### config.mk
export PLATFORM = sky130hd
export DESIGN_NAME = amber_branch_unit
export DESIGN_NICKNAME = d
export VERILOG_FILES = /design/src/rtl/amber_branch_unit.sv
export SDC_FILE = /design/constraint.sdc
export NUM_CORES = 1
export LEC_CHECK = 0
export ABC_CLOCK_PERIOD_IN_PS = 4200
export CAP_MARGIN = 0
export CELL_PAD_IN_SITES_DETAIL_PLACEMENT = 0
export CELL_PAD_IN_SITES_GLOBAL_PLACEMENT = 2
export CORE_ASPECT_RATIO = 0.7
export CORE_UTILIZATION = 24
export DETAILED_ROUTE_END_ITERATION = 8
export MAX_ROUTING_LAYER = met4
export PLACE_DENSITY = 0.8
export SETUP_SLACK_MARGIN = 0.5
export SLEW_MARGIN = 20
export SYNTH_ARGS = -nofsm -noshare
export SYNTH_HDL_FRONTEND = slang
export SYNTH_SLANG_ARGS = --single-unit
### constraint.sdc
create_clock -name iw_clk -period 4.2 [get_ports iw_clk]
set_input_delay 0.84 -clock iw_clk [delete_from_list [all_inputs] [get_ports iw_clk]]
set_output_delay 0.84 -clock iw_clk [all_outputs]
set_load 0.05 [all_outputs]
### src/rtl/amber_branch_unit.sv
// Registered EX-stage branch resolution: condition evaluation, absolute/relative targets,
// LUI bank registers and a RUN/HALT machine. Define BR_RAS_EN to add a return-address stack.
module amber_branch_unit #(
  parameter int ADDR_W    = 48,
  parameter int DATA_W    = 24,
  parameter int IMM_W     = 12,
  parameter int NBANK     = 3,
  parameter int WIMM_W    = 16,
  parameter int RAS_DEPTH = 4
) (
  input  logic                     iw_clk,
  input  logic                     iw_rst,
  input  logic                     iw_valid,
  input  logic                     iw_stall,
  input  logic                     iw_flush,
  input  logic [3:0]               iw_kind,
  input  logic [3:0]               iw_cc,
  input  logic [3:0]               iw_flags,
  input  logic [ADDR_W-1:0]        iw_pc,
  input  logic [ADDR_W-1:0]        iw_reg_abs,
  input  logic [DATA_W-1:0]        iw_reg_off,
  input  logic [IMM_W-1:0]         iw_imm,
  input  logic [WIMM_W-1:0]        iw_wimm,
  input  logic [$clog2(NBANK)-1:0] iw_bank,
  input  logic                     iw_resume,
  output logic                     ow_valid,
  output logic                     ow_taken,
  output logic [ADDR_W-1:0]        ow_pc,
  output logic                     ow_halted,
  output logic                     ow_ras_err
);

  if (NBANK * IMM_W + IMM_W != ADDR_W) begin : g_bad_width
    $error("amber_branch_unit: NBANK*IMM_W + IMM_W must equal ADDR_W");
  end
  if (RAS_DEPTH < 1) begin : g_bad_ras
    $error("amber_branch_unit: RAS_DEPTH must be at least 1");
  end

  localparam logic [3:0] K_JCCR = 4'd1;
  localparam logic [3:0] K_JCCI = 4'd2;
  localparam logic [3:0] K_BCCR = 4'd3;
  localparam logic [3:0] K_BCCI = 4'd4;
  localparam logic [3:0] K_BAL  = 4'd5;
  localparam logic [3:0] K_LUI  = 4'd6;
  localparam logic [3:0] K_HLT  = 4'd7;
  localparam logic [3:0] K_RET  = 4'd8;

  typedef enum logic {ST_RUN, ST_HALT} state_e;

  state_e                         state_q;
  logic                           valid_q, taken_q, halted_q;
  logic [ADDR_W-1:0]              pc_q;
  logic [NBANK-1:0][IMM_W-1:0]    bank_q;
  logic [ADDR_W-1:0]              target_d;
  logic                           cond_ok;

  function automatic logic cond_eval(input logic [3:0] cc, input logic [3:0] f);
    logic z, n, c, v;
    {v, c, n, z} = f;
    case (cc)
      4'd0:    return 1'b1;
      4'd1:    return z;
      4'd2:    return ~z;
      4'd3:    return c;
      4'd4:    return ~c;
      4'd5:    return n;
      4'd6:    return ~n;
      4'd7:    return v;
      4'd8:    return ~v;
      4'd9:    return c & ~z;
      4'd10:   return ~c | z;
      4'd11:   return n == v;
      4'd12:   return n != v;
      4'd13:   return ~z & (n == v);
      4'd14:   return z | (n != v);
      default: return 1'b0;
    endcase
  endfunction

  assign cond_ok = cond_eval(iw_cc, iw_flags);

  // NOTE: every variable written here gets a default first so no latch is inferred.
  always_comb begin
    target_d = '0;
    case (iw_kind)
      K_JCCR: target_d = iw_reg_abs;
      K_JCCI: target_d = {bank_q, iw_imm};
      K_BCCR: target_d = iw_pc + {{(ADDR_W-DATA_W){iw_reg_off[DATA_W-1]}}, iw_reg_off};
      K_BCCI: target_d = iw_pc + {{(ADDR_W-IMM_W){iw_imm[IMM_W-1]}}, iw_imm};
      K_BAL:  target_d = iw_pc + {{(ADDR_W-WIMM_W){iw_wimm[WIMM_W-1]}}, iw_wimm};
      default: target_d = '0;
    endcase
  end

`ifdef BR_RAS_EN
  localparam int PTR_W = (RAS_DEPTH > 1) ? $clog2(RAS_DEPTH) : 1;
  localparam int CNT_W = $clog2(RAS_DEPTH + 1);

  logic [ADDR_W-1:0] ras_q [RAS_DEPTH];
  logic [PTR_W-1:0]  ras_ptr_q, ras_top;
  logic [CNT_W-1:0]  ras_cnt_q;
  logic              ras_err_q;

  // ras_ptr_q is the next write slot; the newest entry sits just below it (circular).
  assign ras_top    = (ras_ptr_q == '0) ? PTR_W'(RAS_DEPTH - 1) : ras_ptr_q - 1'b1;
  assign ow_ras_err = ras_err_q;
`else
  assign ow_ras_err = 1'b0;
`endif

  // NOTE: sequential state uses non-blocking assignments only; later assignments override defaults.
  always_ff @(posedge iw_clk) begin
    if (iw_rst) begin
      state_q  <= ST_RUN;
      valid_q  <= 1'b0;
      taken_q  <= 1'b0;
      halted_q <= 1'b0;
      pc_q     <= '0;
      bank_q   <= '0;
`ifdef BR_RAS_EN
      // NOTE: stack storage is not reset; the pointer and count alone define what is valid.
      ras_ptr_q <= '0;
      ras_cnt_q <= '0;
      ras_err_q <= 1'b0;
`endif
    end else if (!iw_stall) begin
      case (state_q)
        ST_HALT: begin
          if (iw_resume) begin
            state_q  <= ST_RUN;
            valid_q  <= 1'b0;
            taken_q  <= 1'b0;
            halted_q <= 1'b0;
            pc_q     <= '0;
          end
        end
        default: begin
          valid_q <= 1'b0;
          taken_q <= 1'b0;
          pc_q    <= '0;
`ifdef BR_RAS_EN
          ras_err_q <= 1'b0;
`endif
          if (iw_valid && !iw_flush) begin
            case (iw_kind)
              K_JCCR, K_JCCI, K_BCCR, K_BCCI: begin
                valid_q <= 1'b1;
                if (cond_ok) begin
                  taken_q <= 1'b1;
                  pc_q    <= target_d;
                end
              end
              K_BAL: begin
                valid_q <= 1'b1;
                taken_q <= 1'b1;
                pc_q    <= target_d;
`ifdef BR_RAS_EN
                ras_q[ras_ptr_q] <= iw_pc + ADDR_W'(1);
                ras_ptr_q <= (ras_ptr_q == PTR_W'(RAS_DEPTH - 1)) ? '0 : ras_ptr_q + 1'b1;
                if (ras_cnt_q != CNT_W'(RAS_DEPTH)) ras_cnt_q <= ras_cnt_q + 1'b1;
`endif
              end
              K_LUI: begin
                valid_q <= 1'b1;
                if (int'(iw_bank) < NBANK) bank_q[iw_bank] <= iw_imm;
              end
              K_HLT: begin
                state_q  <= ST_HALT;
                valid_q  <= 1'b1;
                taken_q  <= 1'b1;
                halted_q <= 1'b1;
                pc_q     <= iw_pc;
              end
`ifdef BR_RAS_EN
              K_RET: begin
                valid_q <= 1'b1;
                if (ras_cnt_q != '0) begin
                  taken_q   <= 1'b1;
                  pc_q      <= ras_q[ras_top];
                  ras_ptr_q <= ras_top;
                  ras_cnt_q <= ras_cnt_q - 1'b1;
                end else begin
                  ras_err_q <= 1'b1;
                end
              end
`endif
              default: ;
            endcase
          end
        end
      endcase
    end
  end

  assign ow_valid  = valid_q;
  assign ow_taken  = taken_q;
  assign ow_pc     = pc_q;
  assign ow_halted = halted_q;

endmodule

### Word-level counts from Yosys, hierarchy flattened

Cells that the tools add are included.
Widths: inputs -> output; s select.

* flip-flop bits (word level): 88
* input port bits: 168
* output and inout bits: 52
* logic and storage cells: 85

* $add $sub $neg: 3
* magnitude comparators: 3
* eq/ne operators: 24
* muxes and demuxes: 25
* bitwise gates (word level): 10
* reductions and logical operators: 12

Operator list (number)
* $pmux 48 s5: 1
* $mux 48: 4
* $add 48x48->48: 3
* $pmux 48 s3: 1
* $bwmux 36: 1
* $eq 4x3->1 const B: 8
* $eq 4x4->1 const B: 7
* $demux 12 s2: 1
* $eq 4x2->1 const B: 4
* $pmux 1 s15: 1
* $mux 1: 14
* $mux 12: 1
* $eq 4x1->1 const B: 2
* $reduce_or 7->1: 1
* $not 1->1: 6
* $reduce_and 5->1: 1
* $logic_not 4->1: 1
* $reduce_and 4->1: 1
* $reduce_bool 2->1: 2
* $reduce_or 4->1: 1
* $lt 2x3->1 const B: 1
* $and 1x1->1: 2
* $ge 2x1->1 const B: 1
* $logic_and 1x1->1: 2
* 9 further kinds: 10

### Logic depth before layout (Yosys ltp)

Gate-level depths: netlist (run 1).

* depth after elaboration: 7
* gate-level depth with buffers: 17
* mapped depth without buffers: 16

### Worst setup path after synthesis (run 1)

OpenSTA, ideal clock, no wires.

* path type: input port to flip-flop
* start: in iw_kind[2]
* end: reg pc_q[44] (netlist: ow_pc[44])
* library setup time: 0.132 ns
* arrival: 4.316 ns
* required time: 4.068 ns
* path slack: -0.248 ns
* cell stages on the path: 15
* path buffers: 2
* cells stage by stage: nor2b_1 > nor2b_1 > clkbuf_1 > clkbuf_1 > a21oi_1 > ha_1 > a211oi_1 > a2111oi_0 > nor3_1 > a21oi_1 > a211o_1 > a31oi_1 > nor2_1 > nand4_1 > or3b_2

* cells in the longest elaborated chain, start to end: 6
* elaborated cells on any way between the ends: 12
* those cells by class: eq/ne: 6; mux: 5; reduce/logical: 1

Ends and longest elaborated chain
* from (decl): line 16 `input logic [3:0] iw_kind,`
* $eq 4x3->1, or another cell as far along: line 86, 146
* $pmux 48 s5: line 86 `case (iw_kind)`
* $mux 48: line 149 `if (cond_ok) begin`
* $pmux 48 s3 (*): line 146 `case (iw_kind)`
* $mux 48 (*): line 145 `if (iw_valid && !iw_flush) begin`
* $mux 48 (*): line 128 `case (state_q)`
* to (signal assigned): line 151 `pc_q <= target_d;`
* to (signal assigned): line 157 `pc_q <= target_d;`
* to (signal assigned): line 173 `pc_q <= iw_pc;`
* to (decl): line 53 `logic [ADDR_W-1:0] pc_q;`

Mark *: on every way between the ends. The rest lies on a longest branch, timed or not.
A chain may end at the register's enable or synchronous reset.

### Worst setup path in the final report (run 1)

* start: in iw_kind[3]
* end: reg pc_q[44] (netlist: ow_pc[44])

The elaborated chain is that of the path after synthesis.

==> results.sh, run 1 <==
export IMPL_ioPinCount=220
export IMPL_status="complete, no violations"
export IMPL_fill_cells=3102
export IMPL_reg2reg_to="ow_pc[41]$_SDFFE_PP0P_"
export IMPL_rsz0062_at_grt="yes"
export IMPL_portBuffers=218
export IMPL_relSlewSlack_pct=46.96
export IMPL_clk_pin_slew_ns=0.08
export IMPL_ys_top_cells_by_count="a21oi_1 (97), nor2_1 (96), dfxtp_1 (88)"
export IMPL_ys_warn_count=0
export IMPL_cts_max_level=3
export IMPL_dp_hpwl_um=29290
export IMPL_r2r_start="state_q$_SDFFE_PP0N_"
export IMPL_dieArea_um2=31760
export IMPL_cap_viol_max_count=0
export IMPL_synth_most_common_cell="a21oi_1"
export IMPL_syn_inst=956
export IMPL_worst_slew_pin_slew_ns=0.7938
export IMPL_synth_edf_count=0
export IMPL_nets=1558
export IMPL_worstPathCellList="buf_6 > nor2b_4 > nor2b_4 > nor2_2 > a21oi_2 > ha_2 > inv_2 > fa_2 > nand3b_1 > a2111oi_4 > nor3_4 > a21oi_2 > a211o_1 > a31oi_4 > nor2_2 > a21oi_1 > or3b_4"
export IMPL_die_x_um=212.6
export IMPL_die_h_um=149.4
export IMPL_place_ws_ns=-0.5266
export IMPL_max_stage_delay_ns=0.47
export IMPL_worst_slack_ns=0.3965
export IMPL_hp_start="ow_pc[34]$_SDFFE_PP0P_"
export IMPL_clock_sinks=88
export IMPL_setup_violations=0
export IMPL_whs_ns=0.4883
export IMPL_crit_fanout=6
export IMPL_synth_ff_type="dfxtp_1"
export IMPL_p_switching_mw=1.054
export IMPL_synth_async_reset_ratio_pct=0
export IMPL_grt_overflow=0
export IMPL_p_clk_share_pct=30.0
export IMPL_synth_simple_gate_area_share_pct=16.76
export IMPL_drcViolationCount=0
export IMPL_finalHoldViolations=0
export IMPL_synth_xor_area_share_pct=4.819
export IMPL_core_area_um2=30240
export IMPL_grt_max_degree=48
export IMPL_final_antenna_net_count=0
export IMPL_syn_num_nets=1179
export IMPL_gp_congestion=0.9433
export IMPL_regToRegSetupSlack_ns=1.98
export IMPL_grt_first_pass_wirelength_um=55220
export IMPL_dpl_cell_count=1722
export IMPL_period_share_pct=90.56
export IMPL_num_antenna_cells=0
export IMPL_synth_top_area_cell="dfxtp_1"
export IMPL_drive_above_1_share_pct=22.76
export IMPL_syn_cell_area_um2=7451
export IMPL_cts_root_buffer="clkbuf_16"
export IMPL_dr_first_iter_drc_count=904
export IMPL_fmax_mhz=262.9
export IMPL_syn2layout_area_growth_pct=64.38
export IMPL_crit_type="input port to flip-flop"
export IMPL_clk_latency_ns=0.36
export IMPL_start_kind="input port"
export IMPL_cts_buffer_depth=2
export IMPL_syn_avg_cell_area_um2=7.794
export IMPL_cellLeakagePower_nw=5.027
export IMPL_numCtsBuffers=9
export IMPL_critPathSlowestCell="a2111oi_4"
export IMPL_power_density_nw_per_um2=252.0
export IMPL_synth_top_family_by_area="compound AO/OA/AOI/OAI gates"
export IMPL_yosys_area_share_adder_pct=9.337
export IMPL_total_power_mw=3.086
export IMPL_sw_frac_of_total_pct=34.15
export IMPL_p_seq_share_pct=27.1
export IMPL_synth_area_leaders="dfxtp_1 (24%), ha_1 (9.1%), mux2i_1 (6.6%)"
export IMPL_synth_seq_cells=88
export IMPL_grt_use_total_pct=24.16
export IMPL_min_period_ns=3.804
export IMPL_synth_cell_types=65
export IMPL_grt_pass1_vias=8902
export IMPL_tns_ns=0
export IMPL_worstHoldEndpoint="ow_pc[34]$_SDFFE_PP0P_"
export IMPL_viasPerCell=5.237
export IMPL_ys_seq_area_share_pct=23.64
export IMPL_reg2reg_depth=9
export IMPL_rows=53
export IMPL_arrival_ns=4.06
export IMPL_finalInstanceArea_um2=12250
export IMPL_drtPass1Iterations=6
export IMPL_synth_compound_area_share_pct=34.29
export IMPL_placed_area_um2=11490
export IMPL_endpoint_kind="flip-flop"
export IMPL_wire_per_inst_um=21.42
export IMPL_p_comb_share_pct=42.9
export IMPL_initial_core_util_pct=24.64
export IMPL_slew_violations=0
export IMPL_tritoncts="built"
export IMPL_p_int_mw=2.032
export IMPL_ir_drop_mv=0.1560
export IMPL_skew_ns=0.009357
export IMPL_hold_class="flip-flop to flip-flop"
export IMPL_num_vias=9175
export IMPL_final_util_pct=40.50
export IMPL_synth_mux_area_share_pct=6.734
export IMPL_synth_top_area_share_pct=23.64
export IMPL_hold_path_cell_count=2
export IMPL_antenna_found_initial=0
export IMPL_crit_required_ns=4.45
export IMPL_final_cell_count_no_fill=1752
export IMPL_routed_wl_um=37520
-- registers in the layout (all words and copies together) (netlist names) --
register,count
ow_pc,48
bank_q,36
ow_halted,1
ow_taken,1
ow_valid,1
state_q,1
-- critical path, delay by kind of cell --
kind,cells,cell delay [ns]
buffers and inverters,2,0.14
AO/OA/AOI/OAI,6,1.22
adder cells (fa/ha/maj),2,0.53
AND/OR/NAND/NOR,7,1.31
-- power groups by stage --
stage | clock network, mW | logic (mW) | registers, mW
CTS | 0.946 | 1.27 | 0.836
finish | 0.926 | 1.32 | 0.837
global route | 0.976 | 1.43 | 0.836
detailed placement | 0 | 1.22 | 0.856
global placement | 0 | 1.23 | 0.856
floorplan | 0 | 0.567 | 0.860
-- worst max path at each step --
stage	from	to	slack [ns]
2_1_floorplan	iw_kind[2]	ow_pc[44]$_SDFFE_PP0P_	0.29
3_3_place_gp	iw_kind[2]	ow_pc[44]$_SDFFE_PP0P_	-0.45
3_5_place_dp	iw_kind[2]	ow_pc[44]$_SDFFE_PP0P_	-0.53
4_1_cts	iw_kind[1]	ow_pc[44]$_SDFFE_PP0P_	0.45
5_1_grt	iw_kind[3]	ow_pc[46]$_SDFFE_PP0P_	0.24
6_report	iw_kind[3]	ow_pc[44]$_SDFFE_PP0P_	0.40
-- layout by cell type (no fill, tap or decap), drive strengths merged, types with 5 or more instances in the layout --
cell type      synthesis  routed
inv                   20      21
o21ai                 74      74
a222oi                36      36
o21a                  13      13
xnor2                 27      27
o211ai                 9       9
nand2                 62      62
xor2                  14      14
mux2i                 49      49
nor2b                  8       8
ha                    54      54
dfxtp                 88      88
a21boi                 7       7
o21bai                10      10
clkbuf                54      12
buf                   11     217
a22oi                 36      36
a211o                  5       5
nand4                 17      17
a221oi                 8       8
a21o                  31      31
and2                   5       5
a21oi                 97      97
nor2                  96      96
nor3b                  5       5
nor3                  17      17
dlygate4sd2            0       5
nand2b                 5       5
and3                   8       8
a22o                  19      19
a31oi                  6       6
nand3                 13      13
clkdlybuf4s50          0     207
-- repair_timing --
item | 4_1_cts | 5_1_grt
buffers inserted | 6 | 6
cloned | 1 | 1
hold buffers | 0 | 0
gates resized for setup | 57 | 35
setup endpoints to repair | 41 | 35
pin swaps | 24 | 30
-- metal layers --
| layer | wire length, µm | track usage, % | share of wire, % | vias to the layer above |
|---|---|---|---|---|
| met2 | 14830 | 33.17 | 40 | 410 |
| met3 | 3244 | 4.806 | 8.6 | 30 |
| met1 | 18990 | 36.06 | 51 | 4341 |
| li1 | - | - | - | 4394 |
| met4 | 466 | 4.101 | 1.2 | 0 |
| met5 | 0 | - | 0 | - |
-- final cells by class --
type	count	area (µm²)	area share (%)
Multi-Input combinational cell	783	5712	46.63
Timing Repair Buffer	433	3862	31.54
Sequential cell	88	1762	14.38
Tap cell	412	515.5	4.209
Clock buffer	10	229.0	1.869
Clock inverter	6	92.59	0.7560
Inverter	20	75.07	0.6129
-- kinds of logic (layout without fill, tap and decap cells) --
| kind of cell | Yosys count | in the layout |
|---|---|---|
| AOI/OAI and AO/OA | 377 | 377 |
| xor gates and xnor gates | 41 | 41 |
| adders and majority gates | 55 | 55 |
| buffers and inverters | 85 | 469 |
| DFF | 88 | 88 |
| muxes | 50 | 50 |
| other | 1 | 1 |
| and+or+nand+nor | 259 | 259 |
No activity file was read; power rests on OpenSTA's default activity.
==> run 2, diff against run 1 <==
--- a/config.mk
+++ b/config.mk
@@ -5,15 +5,16 @@
 export SDC_FILE = /design/constraint.sdc
 export NUM_CORES = 1
 export LEC_CHECK = 0
-export ABC_CLOCK_PERIOD_IN_PS = 4200
+export ABC_CLOCK_PERIOD_IN_PS = 4700
 export CAP_MARGIN = 0
 export CELL_PAD_IN_SITES_DETAIL_PLACEMENT = 0
 export CELL_PAD_IN_SITES_GLOBAL_PLACEMENT = 2
 export CORE_ASPECT_RATIO = 0.7
-export CORE_UTILIZATION = 24
+export CORE_UTILIZATION = 30
+export CTS_BUF_LIST = sky130_fd_sc_hd__clkbuf_8
 export DETAILED_ROUTE_END_ITERATION = 8
 export MAX_ROUTING_LAYER = met4
-export PLACE_DENSITY = 0.8
+export PLACE_DENSITY = 0.92
 export SETUP_SLACK_MARGIN = 0.5
 export SLEW_MARGIN = 20
 export SYNTH_ARGS = -nofsm -noshare
==> constraint.sdc (replaced) <==
create_clock -name iw_clk -period 4.7 [get_ports iw_clk]
set_input_delay 0.94 -clock iw_clk [delete_from_list [all_inputs] [get_ports iw_clk]]
set_output_delay 0.94 -clock iw_clk [all_outputs]
set_load 0.05 [all_outputs]
==> results.sh, run 2 (synthesized netlist as in run 1, its figures left out) <==
export IMPL_status="complete, no violations"
export IMPL_cellLeakagePower_nw=4.530
export IMPL_die_x_um=190.4
export IMPL_total_power_mw=2.363
export IMPL_numCtsBuffers=9
export IMPL_cts_hold_buf=0
export IMPL_power_density_nw_per_um2=211.4
export IMPL_endpoint_kind="flip-flop"
export IMPL_tritoncts="built"
export IMPL_crit_required_ns=4.97
export IMPL_fmax_mhz=243.2
export IMPL_layout_commonest_cell="clkdlybuf4s50_1"
export IMPL_min_period_ns=4.111
export IMPL_worst_slack_ns=0.5886
export IMPL_final_antenna_net_count=0
export IMPL_mostFrequentLayoutCells="clkdlybuf4s50_1 (213), buf_4 (126), nor2_1 (95)"
export IMPL_core_area_um2=23990
export IMPL_crit_type="input port to flip-flop"
export IMPL_clock_sinks=88
export IMPL_grt_use_total_pct=27.47
export IMPL_crit_fanout=11
export IMPL_top_layer="met4"
export IMPL_syn2layout_area_growth_pct=49.98
export IMPL_drtPass1Iterations=8
export IMPL_setup_violations=0
export IMPL_cts_buffer_depth=2
export IMPL_grt_pass1_vias=8739
export IMPL_routed_wl_um=33760
export IMPL_dr_first_iter_drc_count=843
export IMPL_worst_slew_pin_slew_ns=0.7480
export IMPL_routed_wl_met2_um=13530
export IMPL_final_cell_count_no_fill=1574
export IMPL_nets=1473
export IMPL_hold_class="flip-flop to flip-flop"
export IMPL_clk_latency_ns=0.40
export IMPL_cts_root_buffer="clkbuf_8"
export IMPL_die_h_um=133.9
export IMPL_start_kind="input port"
export IMPL_cap_viol_max_count=0
export IMPL_viasPerCell=5.729
export IMPL_drive_above_1_share_pct=14.82
export IMPL_skew_ns=0.01890
export IMPL_clk_pin_slew_ns=0.11
export IMPL_period_share_pct=87.48
export IMPL_route_met3_wl_um=3212
export IMPL_rows=47
export IMPL_final_util_pct=46.57
export IMPL_arrival_ns=4.38
export IMPL_drcViolationCount=0
export IMPL_gp_congestion=1.003
export IMPL_whs_ns=0.4983
export IMPL_rsz0062_at_grt="yes"
export IMPL_grt_first_pass_wirelength_um=51570
export IMPL_slew_violations=0
export IMPL_ioPinCount=220
export IMPL_finalHoldViolations=0
export IMPL_dieArea_um2=25480
export IMPL_grt_max_degree=49
export IMPL_dp_hpwl_um=26370
export IMPL_fill_cells=2395
export IMPL_num_vias=9018
export IMPL_dpl_cell_count=1554
export IMPL_cts_max_level=3
export IMPL_antenna_found_initial=1
export IMPL_largest_reg_flops=48
export IMPL_portBuffers=218
export IMPL_ir_drop_mv=0.1347
export IMPL_grt_overflow=0
export IMPL_place_ws_ns=-0.1151
export IMPL_wire_per_inst_um=21.45
export IMPL_wl_met1_um=16430
export IMPL_initial_core_util_pct=31.05
export IMPL_relSlewSlack_pct=50.02
[run 2: cell types whose count changed in the layout (fill, tap and decap cells not counted), moves of 7 or more]
| cell | delta |
|---|---|
| a21oi_1 | +8 |
| clkbuf_8 | +9 |
| o21ai_1 | -9 |
| buf_4 | -81 |
| clkbuf_16 | -10 |
| o21ai_0 | +11 |
| ha_1 | +7 |
[run 2: path summary, 6_finish.rpt]
check | end | from | slack, ns | cells past startpoint
setup reg to reg | ow_pc[29]$_SDFFE_PP0P_ | state_q$_SDFFE_PP0N_ | 2.42 | 7
setup / recovery | ow_pc[44]$_SDFFE_PP0P_ | iw_kind[2] | 0.59 | 17
hold / removal | ow_pc[22]$_SDFFE_PP0P_ | ow_pc[22]$_SDFFE_PP0P_ | 0.50 | 2
hold reg to reg | ow_pc[22]$_SDFFE_PP0P_ | ow_pc[22]$_SDFFE_PP0P_ | 0.50 | 2
[run 2: repair_timing]
action,4_1_cts,5_1_grt
pin swaps,6,8
cloned,1,0
gates resized for setup,14,16
setup endpoints to repair,23,23
setup buffers,1,1
[run 2: power by group]
part           internal [mW]  switching (mW)
Clock                  0.252           0.329
Sequential             0.747         0.00105
Combinational          0.498           0.536
[run 2: layout make-up]
class | count | area [µm²] | share of cell area (%)
antenna | 1 | 2.502 | 0.02239
clock buffer | 9 | 123.9 | 1.108
clock inverter | 7 | 78.83 | 0.7054
inverter | 20 | 75.07 | 0.6718
multi-input combinational | 783 | 5528 | 49.47
sequential | 88 | 1762 | 15.77
tap | 318 | 397.9 | 3.561
timing repair buffer | 348 | 3207 | 28.70
[run 2: metrics by stage]
step / cell area, µm² / setup TNS [ns]
global placement: 10810 / -0.1388
detailed placement: 10810 / -0.3008
finish: 11170 / 0
CTS: 11100 / 0
global route: 11170 / 0
floorplan: 7476 / 0
[run 2: critical path, stage by stage]
cell and delay (ns):
dlygate4sd2_1 0.24, nor2b_4 0.13, nor2b_4 0.14, bufbuf_16 0.28
a21oi_4 0.13, ha_4 0.15, inv_1 0.05, fa_2 0.34
nand3b_1 0.29, a2111oi_4 0.39, nor3_4 0.09, a21oi_2 0.17
a211o_1 0.23, a31oi_4 0.13, nor2_4 0.15, a21oi_1 0.07
or3b_2 0.45
[run 2: routing by layer]
| metal | track usage [%] | vias up |
|---|---|---|
| met4 | 5.778 | 0 |
| li1 | - | 4244 |
| met5 | - | - |
| met1 | 40.06 | 4274 |
| met3 | 5.521 | 35 |
| met2 | 38.44 | 465 |
